`src/rtl/led_sense_if.sv`:
```
// Bundles the control, analog-facing and result-handshake signals of the LED sense sequencer.
//   master : sequencer side (drives led_en, latch_clr, busy, result, overflow, result_valid)
//   slave  : controller/consumer side (drives start, abort, cmp_in, result_ready)
interface led_sense_if #(
    parameter int unsigned CNT_W = 5
);
    logic             start;
    logic             abort;
    logic             cmp_in;
    logic             led_en;
    logic             latch_clr;
    logic             busy;
    logic [CNT_W-1:0] result;
    logic             overflow;
    logic             result_valid;
    logic             result_ready;

    modport master (
        input  start, abort, cmp_in, result_ready,
        output led_en, latch_clr, busy, result, overflow, result_valid
    );

    modport slave (
        output start, abort, cmp_in, result_ready,
        input  led_en, latch_clr, busy, result, overflow, result_valid
    );
endinterface

```
`src/rtl/led_sense_sequencer.sv`:
```
// LED drive / sense sequencer. One measurement: drive led_en for PULSE_CYCLES (clearing the
// sense latch in the first cycle), wait SETTLE_CYCLES, then count synchronized comparator highs
// over WINDOW_CYCLES. The saturating count and a sticky overflow flag are offered on a
// valid/ready handshake.
// Ports:
//   clk  : clock
//   rst  : synchronous active-high reset
//   bus  : led_sense_if.master (start, abort, cmp_in, result_ready in;
//          led_en, latch_clr, busy, result, overflow, result_valid out, all registered)
module led_sense_sequencer #(
    parameter int unsigned PULSE_CYCLES  = 4,
    parameter int unsigned SETTLE_CYCLES = 3,
    parameter int unsigned WINDOW_CYCLES = 16,
    parameter int unsigned CNT_W         = 5
) (
    input  logic           clk,
    input  logic           rst,
    led_sense_if.master    bus
);
    localparam int unsigned MaxPs     = (PULSE_CYCLES > SETTLE_CYCLES) ? PULSE_CYCLES
                                                                       : SETTLE_CYCLES;
    localparam int unsigned MaxCycles = (MaxPs > WINDOW_CYCLES) ? MaxPs : WINDOW_CYCLES;
    localparam int unsigned TimerW    = $clog2(MaxCycles) + 1;

    typedef enum logic [1:0] {StIdle, StPulse, StSettle, StSample} state_e;

    state_e             state_q, state_d;
    logic [TimerW-1:0]  timer_q, timer_d;
    logic [CNT_W-1:0]   acc_q, acc_d;
    logic               ovf_q, ovf_d;
    logic [CNT_W-1:0]   result_q, result_d;
    logic               overflow_q, overflow_d;
    logic               valid_q, valid_d;
    logic               led_en_q, led_en_d;
    logic               latch_clr_q, latch_clr_d;
    logic               busy_q, busy_d;
    logic               cmp_meta_q, cmp_s_q;
    logic               accept, done, entering;

    // A new measurement may only start once any pending result is (or is being) consumed.
    assign accept   = bus.start && !bus.abort && (!valid_q || bus.result_ready);
    assign done     = (state_q == StSample) && (timer_q == '0) && !bus.abort;
    assign entering = (state_q == StIdle) && (state_d == StPulse);

    // State register plus all registered outputs and datapath.
    always_ff @(posedge clk) begin
        if (rst) begin
            state_q     <= StIdle;
            timer_q     <= '0;
            acc_q       <= '0;
            ovf_q       <= 1'b0;
            result_q    <= '0;
            overflow_q  <= 1'b0;
            valid_q     <= 1'b0;
            led_en_q    <= 1'b0;
            latch_clr_q <= 1'b0;
            busy_q      <= 1'b0;
            cmp_meta_q  <= 1'b0;
            cmp_s_q     <= 1'b0;
        end else begin
            state_q     <= state_d;
            timer_q     <= timer_d;
            acc_q       <= acc_d;
            ovf_q       <= ovf_d;
            result_q    <= result_d;
            overflow_q  <= overflow_d;
            valid_q     <= valid_d;
            led_en_q    <= led_en_d;
            latch_clr_q <= latch_clr_d;
            busy_q      <= busy_d;
            cmp_meta_q  <= bus.cmp_in;
            cmp_s_q     <= cmp_meta_q;
        end
    end

    // Next state; the timer is loaded with (phase length - 1) and counts down to zero.
    always_comb begin
        state_d = state_q;
        timer_d = timer_q;
        unique case (state_q)
            StIdle: begin
                if (accept) begin
                    state_d = StPulse;
                    timer_d = TimerW'(PULSE_CYCLES - 1);
                end
            end
            StPulse: begin
                if (bus.abort) begin
                    state_d = StIdle;
                end else if (timer_q == '0) begin
                    state_d = StSettle;
                    timer_d = TimerW'(SETTLE_CYCLES - 1);
                end else begin
                    timer_d = timer_q - TimerW'(1);
                end
            end
            StSettle: begin
                if (bus.abort) begin
                    state_d = StIdle;
                end else if (timer_q == '0) begin
                    state_d = StSample;
                    timer_d = TimerW'(WINDOW_CYCLES - 1);
                end else begin
                    timer_d = timer_q - TimerW'(1);
                end
            end
            StSample: begin
                if (bus.abort || (timer_q == '0)) begin
                    state_d = StIdle;
                end else begin
                    timer_d = timer_q - TimerW'(1);
                end
            end
            default: state_d = StIdle;
        endcase
    end

    // Next values of the registered outputs and the accumulator.
    always_comb begin
        led_en_d    = (state_d == StPulse);
        latch_clr_d = entering;
        busy_d      = (state_d != StIdle);

        acc_d = acc_q;
        ovf_d = ovf_q;
        if (entering) begin
            acc_d = '0;
            ovf_d = 1'b0;
        end else if ((state_q == StSample) && cmp_s_q) begin
            if (acc_q == {CNT_W{1'b1}}) begin
                ovf_d = 1'b1;
            end else begin
                acc_d = acc_q + CNT_W'(1);
            end
        end

        result_d   = result_q;
        overflow_d = overflow_q;
        valid_d    = valid_q;
        if (valid_q && bus.result_ready) begin
            valid_d = 1'b0;
        end
        // Load includes the final window sample, so take the updated accumulator.
        if (done) begin
            result_d   = acc_d;
            overflow_d = ovf_d;
            valid_d    = 1'b1;
        end
    end

    assign bus.led_en       = led_en_q;
    assign bus.latch_clr    = latch_clr_q;
    assign bus.busy         = busy_q;
    assign bus.result       = result_q;
    assign bus.overflow     = overflow_q;
    assign bus.result_valid = valid_q;
endmodule

```
`src/flat_wrapper.sv`:
```
// flat-port wrapper written by rule: the top's interface ports become plain ports
module led_sense_sequencer_flat 
#(
    parameter int unsigned PULSE_CYCLES  = 4,
    parameter int unsigned SETTLE_CYCLES = 3,
    parameter int unsigned WINDOW_CYCLES = 16,
    parameter int unsigned CNT_W         = 5
)
  (clk, rst, bus_start, bus_abort, bus_cmp_in, bus_result_ready, bus_led_en, bus_latch_clr, bus_busy, bus_result, bus_overflow, bus_result_valid);
  led_sense_if #(.CNT_W(CNT_W)) bus_i ();
  input  logic clk;
  input  logic rst;
  input wire logic [$bits(bus_i.start)-1:0] bus_start;
  input wire logic [$bits(bus_i.abort)-1:0] bus_abort;
  input wire logic [$bits(bus_i.cmp_in)-1:0] bus_cmp_in;
  input wire logic [$bits(bus_i.result_ready)-1:0] bus_result_ready;
  output wire logic [$bits(bus_i.led_en)-1:0] bus_led_en;
  output wire logic [$bits(bus_i.latch_clr)-1:0] bus_latch_clr;
  output wire logic [$bits(bus_i.busy)-1:0] bus_busy;
  output wire logic [$bits(bus_i.result)-1:0] bus_result;
  output wire logic [$bits(bus_i.overflow)-1:0] bus_overflow;
  output wire logic [$bits(bus_i.result_valid)-1:0] bus_result_valid;
  assign bus_i.start = bus_start;
  assign bus_i.abort = bus_abort;
  assign bus_i.cmp_in = bus_cmp_in;
  assign bus_i.result_ready = bus_result_ready;
  assign bus_led_en = bus_i.led_en;
  assign bus_latch_clr = bus_i.latch_clr;
  assign bus_busy = bus_i.busy;
  assign bus_result = bus_i.result;
  assign bus_overflow = bus_i.overflow;
  assign bus_result_valid = bus_i.result_valid;
  led_sense_sequencer #(.PULSE_CYCLES(PULSE_CYCLES), .SETTLE_CYCLES(SETTLE_CYCLES), .WINDOW_CYCLES(WINDOW_CYCLES), .CNT_W(CNT_W)) u_core (.clk(clk), .rst(rst), .bus(bus_i));
endmodule
```
`config.mk`:
```
export PLATFORM = sky130hd
export DESIGN_NAME = led_sense_sequencer_flat
export DESIGN_NICKNAME = d
export VERILOG_FILES = /design/src/rtl/led_sense_if.sv /design/src/rtl/led_sense_sequencer.sv /design/src/flat_wrapper.sv
export SDC_FILE = /design/constraint.sdc
export NUM_CORES = 1
export LEC_CHECK = 0
export ABC_CLOCK_PERIOD_IN_PS = 2300
export BUFFER_PORTS_ARGS = -buffer_cell sky130_fd_sc_hd__clkbuf_2
export CAP_MARGIN = 25
export CORE_ASPECT_RATIO = 1.1
export CORE_MARGIN = 10
export CORE_UTILIZATION = 25
export CTS_CLUSTER_DIAMETER = 150
export CTS_CLUSTER_SIZE = 12
export DETAILED_ROUTE_END_ITERATION = 7
export PLACE_DENSITY_LB_ADDON = 0.25
export SLEW_MARGIN = 20
export SYNTH_ARGS = -nofsm -noshare
export SYNTH_HDL_FRONTEND = slang
export SYNTH_SLANG_ARGS = --single-unit
```
`constraint.sdc`:
```
create_clock -name clk -period 2.3 [get_ports clk]
set_input_delay 0.115 -clock clk [delete_from_list [all_inputs] [get_ports clk]]
set_output_delay 0.115 -clock clk [all_outputs]
set_load 0.1 [all_outputs]
```
# Yosys cells after proc, flatten, opt, wreduce, memory -nomap -nowiden
# Cells that the tools add are included.
[totals]
ff_bits = 25
out_inout_bits = 10
inputBits = 6
[op_classes]
n_mux = 22
n_reduce_logical = 16
n_eq_ne = 9
n_addsub = 2
[op_table]
columns = ["operator", "count"]
rows = [
  ["$mux W5", 9],
  ["$pmux W5 S4", 1],
  ["$mux W2", 6],
  ["$pmux W2 S4", 1],
  ["$logic_and A1 B1 Y1", 7],
  ["$ne A2 B2 Y1 const B", 3],
  ["$add A5 B1 Y5 const B", 1],
  ["$eq A5 B5 Y1 const B", 1],
  ["$logic_not A5 Y1", 1],
  ["$mux W1", 5],
  ["$sub A5 B1 Y5 const B", 1],
  ["$eq A2 B1 Y1 const B", 2],
  ["$eq A2 B2 Y1 const B", 2],
  ["$reduce_and A4 Y1", 1],
  ["$reduce_bool A2 Y1", 2],
  ["$logic_not A1 Y1", 2],
  ["$logic_not A2 Y1", 1],
  ["$logic_or A1 B1 Y1", 2],
  ["$ne A2 B1 Y1 const B", 1],
]

# Depth between registers and ports, before layout
[depth]
depth_word = 8
ltp_mapped = 6
depth_no_buf = 6

# Least setup slack after synthesis
# Ideal clock, no wire load.
[synth_path]
path_kind = "reg2reg"
startpoint = "register u_core.valid_q, in the netlist u_core.bus.result_valid"
endpoint = "register u_core.result_q[1], in the netlist u_core.bus.result[1]"
period_less_slack_ns = 1.811
setup_slack_ns = 0.489
required_ns = 2.225
arrival_ns = 1.736
path_stages_with_launch = 5
path_cell_list = "dfxtp_1 -> nand2b_1 -> a31oi_1 -> nand2_2 -> o22ai_1"
[synth_between]
elab_chain_cells = 8
[synth_rtl]
columns = ["element", "line_no", "source"]
rows = [
  ["from (decl)", "led_sense_sequencer.sv:33", "logic valid_q, valid_d;"],
  ["from (signal assigned)", "led_sense_sequencer.sv:67", "valid_q <= valid_d;"],
  ["$logic_not A1 Y1", "led_sense_sequencer.sv:41", "assign accept = bus.start && !bus.abort && (!valid_q || bus.result_ready);"],
  ["$logic_or A1 B1 Y1", "led_sense_sequencer.sv:41", ""],
  ["$logic_and A1 B1 Y1", "led_sense_sequencer.sv:41", ""],
  ["$mux W2", "led_sense_sequencer.sv:82", "if (accept) begin"],
  ["$pmux W2 S4", "led_sense_sequencer.sv:80", "unique case (state_q)"],
  ["$eq A2 B1 Y1", "led_sense_sequencer.sv:43", "assign entering = (state_q == StIdle) && (state_d == StPulse);"],
  ["$logic_and A1 B1 Y1", "led_sense_sequencer.sv:43", ""],
  ["$mux W5", "led_sense_sequencer.sv:126", "if (entering) begin"],
  ["to (signal assigned)", "led_sense_sequencer.sv:65", "result_q <= result_d;"],
  ["to (decl)", "led_sense_sequencer.sv:31", "logic [CNT_W-1:0] result_q, result_d;"],
]
# No other way between the ends.
# A chain may end at the register's enable or synchronous reset.

# Final worst setup path
[layout_path]
startpoint = "register u_core.timer_q[0]"
endpoint = "register u_core.result_q[1], in the netlist u_core.bus.result[1]"
[layout_between]
elab_chain_cells = 7
[layout_rtl]
columns = ["element", "line_no", "source"]
rows = [
  ["from (decl)", "led_sense_sequencer.sv:28", "logic [TimerW-1:0] timer_q, timer_d;"],
  ["from (signal assigned)", "led_sense_sequencer.sv:62", "timer_q <= timer_d;"],
  ["$logic_not A5 Y1 (*)", "-", ""],
  ["$mux W2 (tied with other cells)", "led_sense_sequencer.sv:100", "end else if (timer_q == '0) begin"],
  ["$mux W2, on equally long branches", "led_sense_sequencer.sv:98, led_sense_sequencer.sv:88, led_sense_sequencer.sv:108", ""],
  ["$pmux W2 S4", "led_sense_sequencer.sv:80", ""],
  ["$eq A2 B1 Y1", "led_sense_sequencer.sv:43", ""],
  ["$logic_and A1 B1 Y1", "led_sense_sequencer.sv:43", ""],
  ["$mux W5", "led_sense_sequencer.sv:126", ""],
]
# Mark *: on every way between the ends. The rest lies on a longest branch, timed or not.

==> run_results.csv <==
group,metric,value,unit
cells_and_area,fillCellCount,456,
worst_hold_path,worstHoldPathType,"in -> reg",
floorplanning,die_y,88.2,um
grt,grt_max_degree,19,
grt,met2_usage,13.2,%
synthesis,synthTopCellsByArea,"dfxtp_1, nor2_1, nand2b_1",
synthesis,yosys.area.top_type,"dfxtp_1",
synthesis,ys_seq_area_share,47.3,%
synthesis,synth-xor-area-share,2.48,%
setup_path,arrival,2.14,ns
pwr,p_per_area,647,nW/um^2
pwr,power,0.000797,W
timing,slew_headroom,63.8,%
route,wl_per_cell,13.1,um
timing,fin_tns_setup,0,ns
synthesis,synth_top_family_by_area,"simple AND/OR/NAND/NOR gates",
place,place_congestion,0.775,
grt,met1_usage,7.66,%
place,post-dp-hpwl,1900,um
run_status,run_status,"complete, no violations",
cells_and_area,fin_area,1230,sq um
synthesis,ys_types,31,
clock_tree,holdBufCountCts,0,
cells_and_area,fin_nets,143,
timing,worst_pin_slew,0.546,ns
synthesis,syn_nets,127,
cells_and_area,antenna_cells,0,
route,detail_route.first_pass.iterations,4,
timing,period_share,85.4,%
synthesis,syn_avg_cell_area,8.90,sq um
floorplanning,ios,16,
clock_tree,cts_resized,0,
place,place_area,1190,sq um
floorplanning,start_util,26.3,%
synthesis,synth_seq_cells,25,
pwr,seq_power_share,56.4,%
cells_and_area,drive_gt1_share,16.4,%
route,wl,2430,um
grt,grt_util_all_layers,7.10,%
route,vias,885,
pwr,power.switching,0.000200,W
setup_path,crit_cells,6,
clock_tree,cts_tree,"built",
setup_path,worst_setup_path_end_kind,"flop",
grt,grt_pass1_vias,902,
pwr,p_clk_share,31.8,%
floorplanning,die_area,7240,sq um
clock_tree,postCtsSetupRepairBufs,0,
route,drtAntennaViolNets,0,
setup_path,crit_start,"u_core.timer_q[0]$_SDFFE_PP0P_",
setup_path,cp_cell_sequence,"inv_1 -> ha_1 -> or4b_4 -> nor3_4 -> nand2_2 -> o22ai_1",
timing,fin_crit,1.96,ns
setup_path,rr_worst_depth,6,
cells_and_area,ff_latch_area,500,sq um
clock_tree,clkTransAtPathRegs,0.09,ns
route,viasPerCell,4.76,
floorplanning,core,4020,sq um
setup_path,critical_path.startpoint_type,"flop",
pwr,vdd_ir_drop_max,0.247,mV
setup_path,r2r_start,"u_core.timer_q[0]$_SDFFE_PP0P_",
setup_path,path_buf_inv,1,
pwr,p_int,0.000597,W
setup_path,endpoint,"u_core.bus.result[1]$_SDFFE_PP0P_",
cells_and_area,final_common_cell,"dfxtp_1",
setup_path,critical_path_required,2.48,ns
cells_and_area,multi_input_area,524,sq um
clock_tree,root_buffer,"clkbuf_8",
synthesis,async_reset_ff_share,0,%
grt,grt_first_pass_wirelength,4130,um
clock_tree,cts_buffer_depth,2,
timing,setup_viol,0,
clock_tree,numClockSinks,25,
synthesis,synth_compound_area_share,15.7,%
clock_tree,numCtsBuffers,3,
route,drt_iter0_markers,27,
route,drc_errors,0,
pwr,power_leakage,0.480,nW
grt,top_usage_layer,"met2",
setup_path,cpPeakStageDelay,0.53,ns
cells_and_area,final_cell_mix,"dfxtp_1, clkbuf_2, nor2_1",
clock_tree,htree_levels,1,
synthesis,synth.cell_area,1060,sq um
cells_and_area,final_core_util,30.6,%
setup_path,worstSetupPathType,"reg -> reg",
timing,whs,0.0609,ns
synthesis,ys.flop_type,"dfxtp_1",
timing,max_freq,509,MHz
synthesis,synth_top_area_share,47.3,%
synthesis,synthAdderAreaFrac,2.36,%
timing,rsz0062_at_grt,"false",
synthesis,yosys.area_share.simple,26.1,%
synthesis,synth_warnings,0,
setup_path,r2r_slack,0.34,ns
synthesis,synthCells,119,
run,cap_violations,0,
pwr,p_comb_share,11.8,%
setup_path,r2r-end,"u_core.bus.result[1]$_SDFFE_PP0P_",
floorplanning,fp.dieW,82.0,um
grt,antenna_found_initial,0,
grt,overflow,0,
setup_path,cp_top_family,"simple AND/OR/NAND/NOR gates",
timing,finalHoldViolCount,0,
place,numPortBuffers,15,
cells_and_area,area_growth,16.4,%
grt,grtUsageMet3,1.93,%
synthesis,muxShareOfSynthArea,2.84,%
synthesis,synth-edff-count,0,
timing,drv_slew,0,
setup_path,crit_fanout,9,
clock_tree,clk_latency,0.26,ns
pwr,switching_share,25.0,%
floorplanning,rows,24,
timing,skew,0.00738,ns
setup_path,critPathSlowestCell,"or4b_4",
## worst min path at each step
stage | start | end | slack [ns] | cells past startpoint
CTS | bus_cmp_in | u_core.cmp_meta_q$_SDFF_PP0_ | 0.06 | 2
finish | bus_cmp_in | u_core.cmp_meta_q$_SDFF_PP0_ | 0.06 | 2
floorplan | bus_cmp_in | u_core.cmp_meta_q$_SDFF_PP0_ | 0.24 | 1
global route | bus_cmp_in | u_core.cmp_meta_q$_SDFF_PP0_ | 0.08 | 2
global placement | bus_cmp_in | u_core.cmp_meta_q$_SDFF_PP0_ | 0.33 | 2
detailed placement | bus_cmp_in | u_core.cmp_meta_q$_SDFF_PP0_ | 0.34 | 2
## metal layers
layer / routed length, um / vias to the layer above / part of all wire (%)
li1: - / 460 / -
met1: 1040 / 416 / 43
met2: 1300 / 7 / 54
met3: 74 / 2 / 3.0
met4: 10 / 0 / 0.41
met5: 0 / - / 0
## registers in the layout (all words and copies together), names as in the netlist
register and flops:
u_core.acc_q 5, u_core.bus.result 5, u_core.timer_q 5, u_core.state_q 2, u_core.bus.busy 1, u_core.bus.latch_clr 1
u_core.bus.led_en 1, u_core.bus.overflow 1, u_core.bus.result_valid 1, u_core.cmp_meta_q 1, u_core.cmp_s_q 1, u_core.ovf_q 1
## cell usage after synthesis, types with 2 or more instances
cell type / count
a211oi_1: 4
a21oi_1: 5
a31oi_1: 3
and3_1: 3
clkbuf_1: 5
dfxtp_1: 25
ha_1: 2
inv_1: 4
mux2i_1: 3
nand2_1: 9
nand2b_1: 7
nand3_1: 5
nor2_1: 14
nor2b_1: 2
nor3_1: 5
o21ai_0: 3
o22ai_1: 4
o31ai_1: 2
xor2_1: 2
## power groups by stage
stage	clock network, W	logic [W]	registers, W
finish	0.000253	0.0000943	0.000450
global route	0.000284	0.000104	0.000451
CTS	0.000262	0.0000952	0.000450
detailed placement	0	0.0000947	0.000460
global placement	0	0.0000938	0.000460
floorplan	0	0.0000548	0.000476
## final cells by class
| class | count | share of cell area, % |
|---|---|---|
| clock buffer | 4 | 3.65 |
| multi-input combinational | 85 | 42.5 |
| sequential | 25 | 40.6 |
| inverter | 4 | 1.22 |
| timing repair buffer | 16 | 6.70 |
| tap | 52 | 5.28 |
## cells by family after synthesis
group	count (synthesis)
DFF	25
buffers and inverters	9
AOI/OAI and AO/OA	25
adders and majority gates	2
xor gates and xnor gates	3
and+or+nand+nor	52
muxes	3
## metrics by stage
| step | instances | setup slack, ns |
|---|---|---|
| 3_5_place_dp | 182 | 0.361 |
| 3_3_place_gp | 182 | 0.495 |
| 4_1_cts | 186 | 0.329 |
| 6_report | 186 | 0.336 |
| 2_1_floorplan | 119 | 0.489 |
| 5_1_grt | 186 | 0.222 |
## worst register-to-register path, delay by kind of cell (launching register included)
| kind | cells | cell delay (ns) |
|---|---|---|
| flops | 1 | 0.36 |
| buf+inv | 1 | 0.08 |
| simple gates | 3 | 1.02 |
| compound gates | 1 | 0.21 |
| fa+ha+maj | 1 | 0.22 |
No activity file was read; power rests on OpenSTA's default activity.
